$ cat src/rtl/spi_cmd_pkg.sv
// Shared constants, FSM state encoding and checksum helper for the SPI command sequencer.
// The SPI_CMD_CHK_EN build option is resolved in spi_cmd_ctrl; this package is identical in both builds.
package spi_cmd_pkg;

    localparam logic [7:0] OP_WR_DEF  = 8'h02;
    localparam logic [7:0] OP_NOP_DEF = 8'h00;
    localparam int         CHK_W      = 8;

    typedef logic [2:0] state_t;

    localparam state_t S_IDLE  = 3'd0;
    localparam state_t S_OPC   = 3'd1;
    localparam state_t S_ADDR  = 3'd2;
    localparam state_t S_DATA  = 3'd3;
    localparam state_t S_SKIP  = 3'd4;
    localparam state_t S_CHK   = 3'd5;
    localparam state_t S_DRAIN = 3'd6;
    localparam state_t S_DONE  = 3'd7;

    function automatic logic [CHK_W-1:0] chk_step(input logic [CHK_W-1:0] acc,
                                                  input logic [7:0]       b);
        return acc ^ CHK_W'(b);
    endfunction

endpackage

$ cat src/rtl/spi_cmd_buf.sv
// Synchronous DEPTH x W FIFO holding checksummed-frame data until the checksum is verified.
// Push is ignored when full, pop when empty; clear empties it in one cycle.
module spi_cmd_buf #(
    parameter int DEPTH = 16,
    parameter int W     = 8
) (
    input  logic                       clk,
    input  logic                       rstn,
    input  logic                       i_push,
    input  logic                       i_pop,
    input  logic                       i_clear,
    input  logic [W-1:0]               i_data,
    output logic [W-1:0]               o_data,
    output logic [$clog2(DEPTH+1)-1:0] o_count
);
    localparam int PW = (DEPTH > 1) ? $clog2(DEPTH) : 1;
    localparam int CW = $clog2(DEPTH + 1);

    logic [W-1:0]  r_mem [DEPTH];
    logic [PW-1:0] r_wr_ptr;
    logic [PW-1:0] r_rd_ptr;
    logic [CW-1:0] r_count;
    logic          w_push_ok;
    logic          w_pop_ok;

    function automatic logic [PW-1:0] ptr_next(input logic [PW-1:0] p);
        return (p == PW'(DEPTH - 1)) ? '0 : p + 1'b1;
    endfunction

    assign w_push_ok = i_push & (r_count != CW'(DEPTH));
    assign w_pop_ok  = i_pop & (r_count != '0);

    always_ff @(posedge clk or negedge rstn) begin
        if (!rstn) begin
            r_wr_ptr <= '0;
            r_rd_ptr <= '0;
            r_count  <= '0;
        end else if (i_clear) begin
            r_wr_ptr <= '0;
            r_rd_ptr <= '0;
            r_count  <= '0;
        end else begin
            if (w_push_ok) r_wr_ptr <= ptr_next(r_wr_ptr);
            if (w_pop_ok)  r_rd_ptr <= ptr_next(r_rd_ptr);
            r_count <= r_count + CW'(w_push_ok) - CW'(w_pop_ok);
        end
    end

    always_ff @(posedge clk) begin
        if (w_push_ok) r_mem[r_wr_ptr] <= i_data;
    end

    assign o_data  = r_mem[r_rd_ptr];
    assign o_count = r_count;

endmodule

$ cat src/rtl/spi_cmd_ctrl.sv
// Parses SPI frames [opcode][addr][data...] into register writes on a valid/ready port.
// Define SPI_CMD_CHK_EN to buffer data and only write after a trailing XOR checksum matches.
module spi_cmd_ctrl
    import spi_cmd_pkg::*;
#(
    parameter int         AW     = 8,
    parameter logic [7:0] OP_WR  = OP_WR_DEF,
    parameter logic [7:0] OP_NOP = OP_NOP_DEF
`ifdef SPI_CMD_CHK_EN
    , parameter int       BUF_DEPTH = 16
`endif
) (
    input  logic          clk,
    input  logic          rstn,
    input  logic          spi_ss,
    input  logic          byte_en,
    input  logic [7:0]    byte_in,
    output logic          wr_valid,
    input  logic          wr_ready,
    output logic [AW-1:0] wr_addr,
    output logic [7:0]    wr_data,
    output logic          frame_done,
    input  logic          err_clr,
    output logic          err_op,
    output logic          err_ovf,
    output logic          err_chk
);
    // state | meaning
    // IDLE  | waiting for spi_ss fall      OPC   | expecting opcode byte
    // ADDR  | expecting start address      DATA  | data bytes (write or buffer)
    // SKIP  | NOP/unknown, bytes ignored   CHK   | verify checksum (CHK_EN only)
    // DRAIN | replay buffered writes       DONE  | wait for pending write, pulse frame_done

`ifdef SPI_CMD_CHK_EN
    localparam state_t S_DATA_END = S_CHK;
`else
    localparam state_t S_DATA_END = S_DONE;
`endif

    state_t        r_state;
    state_t        w_state_nxt;
    logic          r_ss_q;
    logic [AW-1:0] r_addr;
    logic          r_err_op;
    logic          r_err_ovf;
    logic          w_fall;
    logic          w_hs;
    logic          w_data_byte;
    logic          w_op_bad;
    logic          w_ovf;
    logic          w_addr_inc;
    logic          w_pending;
    logic          w_chk_ok;
    logic          w_drain_done;

    assign w_fall      = r_ss_q & ~spi_ss;
    assign w_hs        = wr_valid & wr_ready;
    assign w_data_byte = (r_state == S_DATA) & byte_en;
    assign w_op_bad    = (r_state == S_OPC) & byte_en & (byte_in != OP_WR) & (byte_in != OP_NOP);

    always_comb begin
        w_state_nxt = r_state;
        case (r_state)
            S_IDLE:  if (w_fall) w_state_nxt = S_OPC;
            S_OPC: begin
                if (spi_ss)       w_state_nxt = S_DONE;
                else if (byte_en) w_state_nxt = (byte_in == OP_WR) ? S_ADDR : S_SKIP;
            end
            S_ADDR: begin
                if (spi_ss)       w_state_nxt = S_DONE;
                else if (byte_en) w_state_nxt = S_DATA;
            end
            S_DATA:  if (spi_ss) w_state_nxt = S_DATA_END;
            S_SKIP:  if (spi_ss) w_state_nxt = S_DONE;
            S_CHK:   w_state_nxt = w_chk_ok ? S_DRAIN : S_DONE;
            S_DRAIN: if (w_drain_done) w_state_nxt = S_DONE;
            S_DONE:  if (!w_pending) w_state_nxt = S_IDLE;
            default: w_state_nxt = S_IDLE;
        endcase
    end

    always_ff @(posedge clk or negedge rstn) begin
        if (!rstn) begin
            r_state   <= S_IDLE;
            r_ss_q    <= 1'b1;
            r_addr    <= '0;
            r_err_op  <= 1'b0;
            r_err_ovf <= 1'b0;
        end else begin
            r_state   <= w_state_nxt;
            r_ss_q    <= spi_ss;
            r_err_op  <= w_op_bad | (r_err_op & ~err_clr);
            r_err_ovf <= w_ovf | (r_err_ovf & ~err_clr);
            if ((r_state == S_ADDR) && byte_en) r_addr <= AW'(byte_in);
            else if (w_addr_inc)                 r_addr <= r_addr + 1'b1;
        end
    end

    assign frame_done = (r_state == S_DONE) & ~w_pending;
    assign err_op     = r_err_op;
    assign err_ovf    = r_err_ovf;

`ifdef SPI_CMD_CHK_EN
    localparam int CW = $clog2(BUF_DEPTH + 1);

    logic [CHK_W-1:0] r_acc;
    logic [7:0]       r_last;
    logic             r_last_v;
    logic             r_buf_ovf;
    logic             r_err_chk;
    logic [CW-1:0]    w_buf_count;
    logic [7:0]       w_buf_dout;
    logic             w_buf_full;
    logic             w_buf_empty;
    logic             w_push;
    logic             w_pop;
    logic             w_clear;
    logic             w_acc_byte;

    // The most recent data byte is held back: it becomes the checksum if the frame ends.
    assign w_buf_full   = (w_buf_count == CW'(BUF_DEPTH));
    assign w_buf_empty  = (w_buf_count == '0);
    assign w_push       = w_data_byte & r_last_v;
    assign w_pop        = (r_state == S_DRAIN) & w_hs;
    assign w_chk_ok     = r_last_v & ~r_buf_ovf & (r_acc == '0);
    assign w_clear      = ((r_state == S_IDLE) & w_fall) | ((r_state == S_CHK) & ~w_chk_ok);
    assign w_acc_byte   = byte_en & ((r_state == S_OPC) | (r_state == S_ADDR) | (r_state == S_DATA));
    assign w_ovf        = 1'b0;
    assign w_addr_inc   = w_pop;
    assign w_pending    = 1'b0;
    assign w_drain_done = w_buf_empty;

    always_ff @(posedge clk or negedge rstn) begin
        if (!rstn) begin
            r_acc     <= '0;
            r_last    <= '0;
            r_last_v  <= 1'b0;
            r_buf_ovf <= 1'b0;
            r_err_chk <= 1'b0;
        end else begin
            r_err_chk <= ((r_state == S_CHK) & ~w_chk_ok) | (r_err_chk & ~err_clr);
            if ((r_state == S_IDLE) && w_fall) begin
                r_acc     <= '0;
                r_last_v  <= 1'b0;
                r_buf_ovf <= 1'b0;
            end else begin
                if (w_acc_byte) r_acc <= chk_step(r_acc, byte_in);
                if (w_data_byte) begin
                    r_last   <= byte_in;
                    r_last_v <= 1'b1;
                end
                if (w_push && w_buf_full) r_buf_ovf <= 1'b1;
            end
        end
    end

    spi_cmd_buf #(
        .DEPTH (BUF_DEPTH),
        .W     (8)
    ) u_buf (
        .clk     (clk),
        .rstn    (rstn),
        .i_push  (w_push),
        .i_pop   (w_pop),
        .i_clear (w_clear),
        .i_data  (r_last),
        .o_data  (w_buf_dout),
        .o_count (w_buf_count)
    );

    assign wr_valid = (r_state == S_DRAIN) & ~w_buf_empty;
    assign wr_addr  = r_addr;
    assign wr_data  = wr_valid ? w_buf_dout : 8'h00;
    assign err_chk  = r_err_chk;
`else
    logic          r_wr_valid;
    logic [AW-1:0] r_wr_addr;
    logic [7:0]    r_wr_data;

    // A byte that finds the holding register occupied is dropped, but its address slot is still consumed.
    assign w_ovf        = w_data_byte & r_wr_valid & ~wr_ready;
    assign w_addr_inc   = w_data_byte;
    assign w_pending    = r_wr_valid;
    assign w_chk_ok     = 1'b0;
    assign w_drain_done = 1'b1;

    always_ff @(posedge clk or negedge rstn) begin
        if (!rstn) begin
            r_wr_valid <= 1'b0;
            r_wr_addr  <= '0;
            r_wr_data  <= '0;
        end else if (w_data_byte && !w_ovf) begin
            r_wr_valid <= 1'b1;
            r_wr_addr  <= r_addr;
            r_wr_data  <= byte_in;
        end else if (w_hs) begin
            r_wr_valid <= 1'b0;
        end
    end

    assign wr_valid = r_wr_valid;
    assign wr_addr  = r_wr_addr;
    assign wr_data  = r_wr_data;
    assign err_chk  = 1'b0;
`endif

endmodule

$ cat config.mk
export PLATFORM = sky130hd
export DESIGN_NAME = spi_cmd_ctrl
export DESIGN_NICKNAME = d
export VERILOG_FILES = /design/src/rtl/spi_cmd_pkg.sv /design/src/rtl/spi_cmd_buf.sv /design/src/rtl/spi_cmd_ctrl.sv
export SDC_FILE = /design/constraint.sdc
export NUM_CORES = 1
export LEC_CHECK = 0
export ABC_AREA = 1
export CORE_MARGIN = 4
export CORE_UTILIZATION = 54
export DETAILED_ROUTE_END_ITERATION = 10
export PLACE_DENSITY_LB_ADDON = 0.2
export SYNTH_ARGS = -nofsm -noshare
export SYNTH_HDL_FRONTEND = slang
export SYNTH_SLANG_ARGS = --single-unit
$ cat constraint.sdc
create_clock -name clk -period 3.63 [get_ports clk]
set_input_delay 0.9075 -clock clk [delete_from_list [all_inputs] [get_ports clk]]
set_output_delay 0.9075 -clock clk [all_outputs]
set_load 0.03 [all_outputs]
==> impl_metrics.ini <==
[die]
core_mm2 = 0.00288
die_w_um = 63.8
core.rowCount = 19
start_util_pct = 58.5
die-area_mm2 = 0.00407
pin_count = 35
fp.dieH_um = 63.8

[status]
status = complete, no violations

[pwr]
vdd_drop_max_mv = 0.444
comb_power_share_pct = 49.8
p_per_area_mw_per_mm2 = 846
p_int_w = 0.000995
clock_power_share_pct = 16.0
p_total_w = 0.00178
p_leak_nw = 1.04
power.switching_w = 0.000782
p_sw_share_pct = 44.0
pwr-share-seq_pct = 34.2

[detailed_routing]
antenna_left = 0
routedWlPerCell_um = 12.1
post_drt_via_cell_ratio = 4.94
routed-via-count = 1419
drt_first_pass_iters = 4
drc = 0
initialDrtViolationCount = 96
wl_um = 3460

[clock_network]
post_cts_buffers = 0
clkLatencyLatePin_ns = 0.34
cts.reportedPaths.clkPinSlew_ns = 0.10
cts_tree = done
cts_sinks = 31
ctsResizeCount = 0
htreeDepth = 2
root_buffer = clkbuf_4
cts_made_buffers = 5
clockBufferDepth = 2
cts.hold.buffers_added = 0

[synthesis]
synth_cell_type_count = 26
postSynthCellCount = 209
synth_seq_cells = 31
syn_area_per_cell_um2 = 8.05
synth_fp_nets = 224
ys_warn_count = 0
yosysSeqAreaShare_pct = 46.2
netlist_area_mm2 = 0.00168

[grt]
grt_pass1_wl_um = 5840
grt_overflow = 0
track_usage_pct = 18.7
antenna_found_initial = 0
grt_pass1_vias = 1324
grt_max_degree = 32

[layout]
finalNonFillerCells = 287
mostFrequentLayoutCells = nand2_1, clkdlybuf4s50_1, dfrtp_1
drive_gt1_share_pct = 11.8
layout_commonest_cell = nand2_1
fin_util_pct = 73.0
area_delta_synth_final_pct = 24.8
final_nets = 259
n_antenna_cell = 0

[worst_setup_path]
crit_type = reg -> out
critPathTopFamily = buffers and inverters
startpoint_type = flop
endpoint_kind = output pin
path_max_fanout = 9
required_ns = 2.72
crit_slowest_cell = clkdlybuf4s50_1
slowest_delay_ns = 0.67
path_cells = nand2_1, nor2_1, inv_1, nor2_1, clkdlybuf4s50_1
crit_top_cell = nor2_1
cp_num_buf_inv = 2
arrival_ns = 1.99

[flow_run]
max_cap_violations = 0

[place]
dp.cells = 279
numPortBuffers = 33
dpl.hpwl_um = 2630
place.gp.congestion = 0.895

[sta]
rsz0062_at_grt = false
min_period_ns = 2.90
finalHoldViolations = 0
whs_ns = 0.481
final-setup-viol-count = 0
tns_ns = 0
clock.fmax_mhz = 345
clock_skew_ns = 0.0102
period_share_pct = 79.8
drv_slew = 0

[min_path]
hold_path_class = reg -> reg
sequential cells by signal, indices dropped and copies added, names as in the netlist:
name and count:
wr_addr 8, r_addr 8, err_ovf 1, wr_data 8
wr_valid 1, r_state 3, r_ss_q 1, err_op 1
per-stage QoR:
stage                     setup slack [ns]  cell area (um^2)
after floorplan                       1.60              1680
after global placement                1.12              2010
after detailed placement              1.11              2010
after CTS                            0.705              2100
after global routing                 0.549              2100
final                                0.734              2100
synth_stat cells:
cell type / n / area (um^2)
o221ai_1: 1 / 8.76
nand2_1: 63 / 236
o21ai_0: 8 / 40.0
buf_4: 2 / 15.0
nor2_8: 1 / 20.0
nor3_1: 1 / 5.00
nand4_1: 2 / 12.5
a22oi_1: 1 / 7.51
dfrtp_1: 30 / 751
conb_1: 1 / 3.75
o211ai_1: 2 / 15.0
xor2_1: 2 / 17.5
o21ai_2: 14 / 123
nand3b_1: 1 / 7.51
buf_6: 4 / 45.0
nand2_4: 1 / 11.3
nor2_4: 1 / 11.3
nor2_1: 22 / 82.6
dfstp_2: 1 / 26.3
a21oi_1: 4 / 20.0
inv_2: 1 / 3.75
nand3_1: 16 / 80.1
xnor2_1: 1 / 8.76
ha_1: 1 / 12.5
inv_1: 27 / 101
nand3_4: 1 / 17.5
cell type report:
cell class,count,area [um^2]
Timing Repair Buffer,34,338
Tap cell,42,52.6
Clock buffer,6,51.3
Sequential cell,31,777
Inverter,28,105
Clock inverter,2,35.0
Fill cell,241,777
Multi-Input combinational cell,144,741
cells by family after synthesis:
group                    share of synthesized area [%]
AND/OR/NAND/NOR                                   28.8
AO/OA/AOI/OAI                                     12.7
adder cells (fa/ha/maj)                          0.743
flip-flops                                        46.2
other                                            0.223
XOR/XNOR                                          1.56
buffers and inverters                             9.81
power groups by stage:
stage	Combinational, W	Clock (W)	Sequential [W]
2_1_floorplan	0.000485	0	0.000746
3_3_place_gp	0.000881	0	0.000607
3_5_place_dp	0.000888	0	0.000614
4_1_cts	0.000893	0.000293	0.000607
5_1_grt	0.000968	0.000311	0.000630
6_report	0.000885	0.000285	0.000607
worst paths after layout:
kind	start	end	slack, ns	depth (start not counted)
worst min register to register	wr_addr[2]	wr_addr[2]	0.48	2
min in group asynchronous	rstn	wr_addr[6]	0.95	2
worst max-delay path	r_state[0]	frame_done	0.73	5
worst min-delay path	wr_addr[2]	wr_addr[2]	0.48	2
max in group asynchronous	rstn	r_ss_q	2.35	2
worst max register to register	r_state[0]	wr_data[0]	2.05	5
tightest hold or removal path: stages (launching register included):
cell     delay, ns
dfrtp_1       0.35
nand2_1       0.05
nand2_1       0.05
per-layer routing:
layer	wire, um	track usage, %	vias to the layer above	share of wire (%)
li1	-	-	728	-
met1	1520	22.0	641	44
met2	1660	31.2	43	48
met3	213	5.78	7	6.1
met4	61	8.63	0	1.8
met5	0	0	-	0
Power figures use the tool's default switching activity.
